[src/rtl/psimd_issue_queue.sv]
// psimd_issue_queue: issue buffer between the scalar core and the PSIMD top level.
// Buffers SIMD instructions with their rs1 operand in a small FIFO and issues one
// per slot; load/store ops are held on the outputs for MEM_HOLD_CYCLES cycles.
// An empty slot drives NOP_INSTR with issue_valid low.
// Optional macro PSIMD_ISSUE_STATS_EN adds the stat_issued / stat_stall counters.
module psimd_issue_queue #(
  parameter int          DEPTH           = 4,
  parameter int          MEM_HOLD_CYCLES = 2,
  parameter logic [31:0] NOP_INSTR       = 32'h0000_0000
) (
  input  logic                     clk,
  input  logic                     rst,
  input  logic                     core_valid,
  output logic                     core_ready,
  input  logic [31:0]              core_instr,
  input  logic [31:0]              core_rs1,
  input  logic                     flush,
  output logic [31:0]              issue_instr,
  output logic [31:0]              issue_rs1,
  output logic                     issue_valid,
  output logic                     issue_is_mem,
  output logic [$clog2(DEPTH):0]   count
`ifdef PSIMD_ISSUE_STATS_EN
  ,
  output logic [31:0]              stat_issued,
  output logic [31:0]              stat_stall
`endif
);

  localparam int         AW        = $clog2(DEPTH);
  localparam int         CW        = AW + 1;
  localparam bit         HOLD_EN   = (MEM_HOLD_CYCLES > 1);
  localparam logic [3:0] HOLD_INIT = 4'(MEM_HOLD_CYCLES - 1);

  typedef enum logic [1:0] {IDLE, EXEC, MEM_HOLD} state_t;

  logic [31:0]   instr_mem [DEPTH];
  logic [31:0]   rs1_mem   [DEPTH];
  logic [AW-1:0] rd_ptr;
  logic [AW-1:0] wr_ptr;
  state_t        state;
  logic [3:0]    hold_cnt;

  logic          push;
  logic          pop;
  logic          slot_free;
  logic [31:0]   head_instr;
  logic [31:0]   head_rs1;
  logic          head_mem;

  function automatic logic is_mem_op(input logic [31:0] w);
    return (w[6:0] == 7'b0000111) || (w[6:0] == 7'b0100111);
  endfunction

  // Acceptance depends on occupancy only; a same-cycle pop does not open a slot.
  assign core_ready = (count != CW'(DEPTH)) && !rst;
  // A push coinciding with flush is dropped along with the queued entries.
  assign push       = core_valid && core_ready && !flush;
  // The output slot can take a new instruction unless a mem op still has hold cycles left.
  assign slot_free  = (state != MEM_HOLD) || (hold_cnt == 4'd0);
  assign pop        = slot_free && (count != '0) && !flush;
  assign head_instr = instr_mem[rd_ptr];
  assign head_rs1   = rs1_mem[rd_ptr];
  assign head_mem   = is_mem_op(head_instr);

  // FIFO storage: data only, written on accepted pushes.
  always_ff @(posedge clk) begin
    if (push) begin
      instr_mem[wr_ptr] <= core_instr;
      rs1_mem[wr_ptr]   <= core_rs1;
    end
  end

  // Pointers and occupancy; flush empties the queue by snapping rd_ptr to wr_ptr.
  always_ff @(posedge clk) begin
    if (rst) begin
      rd_ptr <= '0;
      wr_ptr <= '0;
      count  <= '0;
    end else if (flush) begin
      rd_ptr <= wr_ptr;
      count  <= '0;
    end else begin
      if (push) wr_ptr <= wr_ptr + AW'(1);
      if (pop)  rd_ptr <= rd_ptr + AW'(1);
      if (push && !pop)      count <= count + CW'(1);
      else if (pop && !push) count <= count - CW'(1);
    end
  end

  // Issue FSM with registered outputs: pop into the output stage, hold mem ops, else NOP.
  always_ff @(posedge clk) begin
    if (rst) begin
      state        <= IDLE;
      hold_cnt     <= 4'd0;
      issue_instr  <= NOP_INSTR;
      issue_rs1    <= 32'd0;
      issue_valid  <= 1'b0;
      issue_is_mem <= 1'b0;
    end else if (pop) begin
      issue_instr  <= head_instr;
      issue_rs1    <= head_rs1;
      issue_valid  <= 1'b1;
      issue_is_mem <= head_mem;
      if (head_mem && HOLD_EN) begin
        state    <= MEM_HOLD;
        hold_cnt <= HOLD_INIT;
      end else begin
        state    <= EXEC;
        hold_cnt <= 4'd0;
      end
    end else if (slot_free) begin
      state        <= IDLE;
      hold_cnt     <= 4'd0;
      issue_instr  <= NOP_INSTR;
      issue_rs1    <= 32'd0;
      issue_valid  <= 1'b0;
      issue_is_mem <= 1'b0;
    end else begin
      hold_cnt <= hold_cnt - 4'd1;
    end
  end

`ifdef PSIMD_ISSUE_STATS_EN
  // Free-running statistics, cleared only by reset.
  always_ff @(posedge clk) begin
    if (rst) begin
      stat_issued <= 32'd0;
      stat_stall  <= 32'd0;
    end else begin
      if (pop)                       stat_issued <= stat_issued + 32'd1;
      if (core_valid && !core_ready) stat_stall  <= stat_stall + 32'd1;
    end
  end
`endif

endmodule
[config.mk]
export PLATFORM = sky130hd
export DESIGN_NAME = psimd_issue_queue
export DESIGN_NICKNAME = d
export VERILOG_FILES = /design/src/rtl/psimd_issue_queue.sv
export SDC_FILE = /design/constraint.sdc
export NUM_CORES = 1
export LEC_CHECK = 0
export CAP_MARGIN = 30
export CORE_MARGIN = 3
export CORE_UTILIZATION = 56
export CTS_CLUSTER_DIAMETER = 50
export DETAILED_ROUTE_END_ITERATION = 8
export PLACE_DENSITY = 0.88
export SETUP_SLACK_MARGIN = 0.2
export SLEW_MARGIN = 40
export SYNTH_ARGS = -nofsm -noshare
export SYNTH_HDL_FRONTEND = slang
export SYNTH_SLANG_ARGS = --single-unit
export TNS_END_PERCENT = 30
[constraint.sdc]
create_clock -name clk -period 8 [get_ports clk]
set_input_delay 1.2 -clock clk [delete_from_list [all_inputs] [get_ports clk]]
set_output_delay 1.2 -clock clk [all_outputs]
set_load 0.005 [all_outputs]
== After elaboration in Yosys (flattened, before gate mapping) ==
Memories as Yosys holds them, arrays and structs flattened. A register that Yosys moved wholly into a read port is not among the register bits.
Cells that the tools add are included.

* Register bits: 79
* RAM bits: 256
* Input bits: 68
* Output and inout bits: 70
* Word-level logic and storage cells: 63
* Memories kept: 2

{| class="wikitable"
|+ Memories
! memory !! depth !! width !! read ports !! clocked after Yosys merged registers in !! write ports !! line !! RTL
|-
| instr_mem || 4 || 32 || 1 || 1 || 1 || 37 || <nowiki>logic [31:0] instr_mem [DEPTH];</nowiki>
|-
| rs1_mem || 4 || 32 || 1 || 1 || 1 || 38 || <nowiki>logic [31:0] rs1_mem [DEPTH];</nowiki>
|}

* Add/subtract/negate cells: 5
* Equal/unequal tests: 4
* Multiplexer cells: 22
* Bitwise operators: 1
* Reductions and logical operators: 20

{| class="wikitable"
|+ Operator list
! kind !! number
|-
| 32-bit two-way mux || 3
|-
| 2-bit two-way mux || 9
|-
| 4-bit two-way mux || 2
|-
| 7-bit by 3-bit == test with 1-bit output, second input constant || 1
|-
| 7-bit by 6-bit == test with 1-bit output, second input constant || 1
|-
| 1-bit logical AND || 7
|-
| 1-bit two-way mux || 6
|-
| 3-bit two-way mux || 2
|-
| 2-bit nonzero test || 3
|-
| 2-bit by 1-bit adder with 2-bit output, second input constant || 2
|-
| 1-bit zero test || 4
|-
| 4-bit zero test || 1
|-
| 4-bit by 1-bit subtractor with 4-bit output, second input constant || 1
|-
| 3-bit by 1-bit adder with 3-bit output, second input constant || 1
|-
| 3-bit != test, second input constant || 1
|-
| 3-bit nonzero test || 1
|-
| 3-bit by 1-bit subtractor with 3-bit output, second input constant || 1
|-
| 1-bit logical OR || 2
|-
| 2-bit != test, second input constant || 1
|-
| 2-bit AND reduction || 1
|-
| 2-bit OR reduction || 1
|-
| 1-bit inverter || 1
|}

== Logic depth before layout (Yosys ltp) ==
* Depth after elaboration: 8
* Mapped depth: 11
* Mapped depth without buffers: 11

== Worst setup path before layout ==
Ideal clock, no wire load.

* Path type: input -> register
* Start point: input port rst
* End point: memory instr_mem[0][0] (enable)
* Library setup time: 429 ps
* Arrival: 3,322 ps
* Data required time: 7,571 ps
* Setup slack: 4,249 ps
* Cell stages on the path: 5
* Path buffers: 1
* Path through: clkbuf_1 -> nor2_1 -> nand2_1 -> a21oi_2 -> and2_1

* Cells in the longest elaborated chain, start to end: 6

{| class="wikitable"
|+ RTL lines
! what !! line !! RTL
|-
| start, declared || 12 || <nowiki>input logic rst,</nowiki>
|-
| 1-bit zero test || 56 || <nowiki>assign core_ready = (count != CW'(DEPTH)) && !rst;</nowiki>
|-
| 1-bit logical AND || 56 ||
|-
| 1-bit logical AND (2 in series) || 58 || <nowiki>assign push = core_valid && core_ready && !flush;</nowiki>
|-
| 1-bit two-way mux || 68 || <nowiki>if (push) begin</nowiki>
|-
| 1-bit two-way mux (implied by the code) || 69 || <nowiki>instr_mem[wr_ptr] <= core_instr;</nowiki>
|-
| end, declared || 37 ||
|}

No other way between the ends.

== Worst setup path after layout ==
* Start point: input port rst
* End point: output port core_ready

* Cells in the longest elaborated chain, start to end: 2

{| class="wikitable"
|+ RTL lines
! what !! line !! RTL
|-
| 1-bit zero test || 56 ||
|-
| 1-bit logical AND || 56 ||
|-
| end, declared || 14 || <nowiki>output logic core_ready,</nowiki>
|}

No other way between the ends.

==> impl_metrics.env <==
export IMPL_status="completed"
export IMPL_die_x_um=152
export IMPL_cts_htree_levels=1
export IMPL_synthTopCellsByCount="edfxtp_1, dfxtp_1, a22o_1, mux4_2, buf_2"
export IMPL_synth_seq_cells=336
export IMPL_cellPowerDensity_nw_per_um2=242
export IMPL_syn_avg_cell_area_um2=21.4
export IMPL_synth_nets=631
export IMPL_leakage_nw=4.80
export IMPL_cts_tree="done"
export IMPL_post_cts_buffers=0
export IMPL_setup_violations=0
export IMPL_grt_pass1_vias=6239
export IMPL_fin_crit_sh_pct=45.3
export IMPL_synth_async_reset_ratio_pct=0
export IMPL_via_count=5906
export IMPL_path_clk_slew_ns=0.06
export IMPL_boundaryPins=138
export IMPL_finalWorstPathRequiredPeriod_ns=3.63
export IMPL_grt_pass1_wl_um=36300
export IMPL_nNetsFinal=784
export IMPL_min_to="hold_cnt[0]$_SDFF_PP0_"
export IMPL_critical_path_most_common_cell="clkdlybuf4s50_1"
export IMPL_r2r_end="count[2]$_SDFFE_PP0P_"
export IMPL_root_buffer="clkbuf_16"
export IMPL_grt_max_degree=68
export IMPL_slew_viol_final=0
export IMPL_overflow=0
export IMPL_crit_required_ns=6.80
export IMPL_tightest_slew_ns=0.800
export IMPL_initial_utilization_pct=58.0
export IMPL_synthesis_area_um2=11900
export IMPL_hold_violations=0
export IMPL_yosysMostFrequentCell="edfxtp_1"
export IMPL_numCtsBuffers=31
export IMPL_cp_startpoint="rst"
export IMPL_maxSlewHeadroom_pct=46.7
export IMPL_hold_path_startpoint="hold_cnt[0]$_SDFF_PP0_"
export IMPL_cts_resized=0
export IMPL_worst_path_buf_inv=2
export IMPL_area_delta_synth_final_pct=23.2
export IMPL_crit_chain="clkdlybuf4s50_1, a21oi_1, clkdlybuf4s50_1"
export IMPL_drt_iter0_markers=384
export IMPL_cts_hold_fix_buffers=0
export IMPL_arrival_ns=2.43
export IMPL_synth_top_cell_by_area="edfxtp_1"
export IMPL_rsz0062_at_grt="false"
export IMPL_rrSetupSlack_ns=5.33
export IMPL_clock_sinks=336
export IMPL_synth_area_leaders="edfxtp_1, dfxtp_1, mux4_2"
export IMPL_routabilityCongestion=0.762
export IMPL_rr_worst_depth=11
export IMPL_grt_usage_pct=20.0
export IMPL_crit_fanout=9
export IMPL_cp_depth=3
export IMPL_first_pass_iters=7
export IMPL_numPortBuffers=137
export IMPL_ant_nets=0
export IMPL_netlist_instances=556
export IMPL_diodes=0
export IMPL_dpl_hpwl_um=14300
export IMPL_regToRegStartpoint="hold_cnt[0]$_SDFF_PP0_"
export IMPL_synth_edff_count=256
export IMPL_crit_path_top_delay_cell="clkdlybuf4s50_1"
export IMPL_synthDistinctLibCells=34
export IMPL_die_h_um=152
export IMPL_critPathTopFamily="buffers and inverters"
export IMPL_rows=52
export IMPL_routed_via_density=5.89
export IMPL_ir_drop_mv=0.186
export IMPL_wl_per_cell_um=23.2
export IMPL_seq_area_frac_synth_pct=77.9
export IMPL_finalWirelength_um=23200
export IMPL_fmax_mhz=276
export IMPL_fin_setup_tns_ns=0
export IMPL_max_stage_delay_ns=0.54
export IMPL_coreArea_um2=20600
export IMPL_yosys_most_used_dff="edfxtp_1"
export IMPL_synth_top_area_share_pct=64.5
export IMPL_drv_cap=0
export IMPL_skew_ns=0.0175
export IMPL_antenna_found_initial=1
export IMPL_ys_warn_count=0
export IMPL_clk_latency_ns=0.55
export IMPL_drive_gt1_share_pct=18.3
export IMPL_dieArea_um2=23100
export IMPL_power_total_mw=3.55
export IMPL_cp_start_kind="input pin"
export IMPL_hold_class="reg -> reg"
export IMPL_end_kind="primary output"
export IMPL_hold_depth=1
export IMPL_drc=0
export IMPL_clock_path_buffers=3
export IMPL_crit_type="in -> out"
[routing by layer]
layer / part of all wire, % / vias up / routed length (um) / track usage, %
li1: - / 2595 / - / -
met1: 40 / 3039 / 9290 / 26.7
met2: 51 / 221 / 11900 / 34.1
met3: 6.5 / 49 / 1510 / 4.15
met4: 2.3 / 2 / 527 / 5.35
met5: 0.034 / - / 8 / 0
[final cells by class]
type | instances | area (um2)
clock buffer | 44 | 865
clock inverter | 13 | 139
fill | 1197 | 5860
inverter | 5 | 18.8
multi-input combinational | 186 | 2450
sequential | 336 | 9300
tap | 270 | 338
timing repair buffer | 149 | 1590
[state kept, by name (all words and copies together) (netlist names), named ones only]
signal	cells
issue_valid	1
rs1_mem	128
hold_cnt	4
issue_instr	32
state	1
issue_is_mem	1
instr_mem	128
rd_ptr	2
wr_ptr	2
count	3
issue_rs1	32
[worst max path at each step]
stage / end / slack [ns]
2_1_floorplan: instr_mem[0][0]$_DFFE_PP_ / 4.25
3_3_place_gp: count[2]$_SDFFE_PP0P_ / 4.37
3_5_place_dp: count[2]$_SDFFE_PP0P_ / 4.18
4_1_cts: core_ready / 4.37
5_1_grt: core_ready / 4.28
6_report: core_ready / 4.37
[where the power goes]
group	switching, mW	total (mW)	internal, mW
registers	0.0215	1.93	1.91
logic	0.0828	0.196	0.113
clock network	0.586	1.43	0.844
[placed cells by master, fill, tap and decap left out, drive strengths merged, types with 4 or more instances in the layout]
cell           instances
buf                   12
dfxtp                 80
ha                     6
nor2                   8
clkbuf                44
clkinv                10
inv                    5
a21oi                  5
clkdlybuf4s50        137
edfxtp               256
and2                   6
xnor2                  4
mux4                  64
a22o                  64
[worst reg2reg max path, stage by stage, from the launching register on]
cell and delay [ns]:
dfxtp_1 0.35, inv_1 0.06, ha_1 0.22, nor3b_2 0.20
o21ai_0 0.30, or2_2 0.18, ha_1 0.18, inv_1 0.07
fa_1 0.38, xor2_1 0.19, or3_1 0.32, a21oi_1 0.15
[logic make-up after synthesis]
logic type / after synthesis / share of synthesized area [%]
simple gates: 29 / 1.36
buf+inv: 34 / 1.75
compound gates: 77 / 5.40
fa+ha+maj: 7 / 0.797
xor+xnor: 6 / 0.441
mux: 67 / 12.3
flops: 336 / 77.9
[metrics by stage]
stage               utilization (%)  cell area, um2  instances  hold WS, ns  setup slack (ns)
detailed placement             66.5           13700        945        0.462              4.18
global placement               65.6           13500        936        0.434              4.37
global route                   71.5           14700       1003        0.491              4.28
floorplan                         -           11900        556        0.438              4.25
CTS                            71.4           14700       1002        0.471              4.37
finish                         71.5           14700       1003        0.466              4.37
No activity file was read; power rests on OpenSTA's default activity.
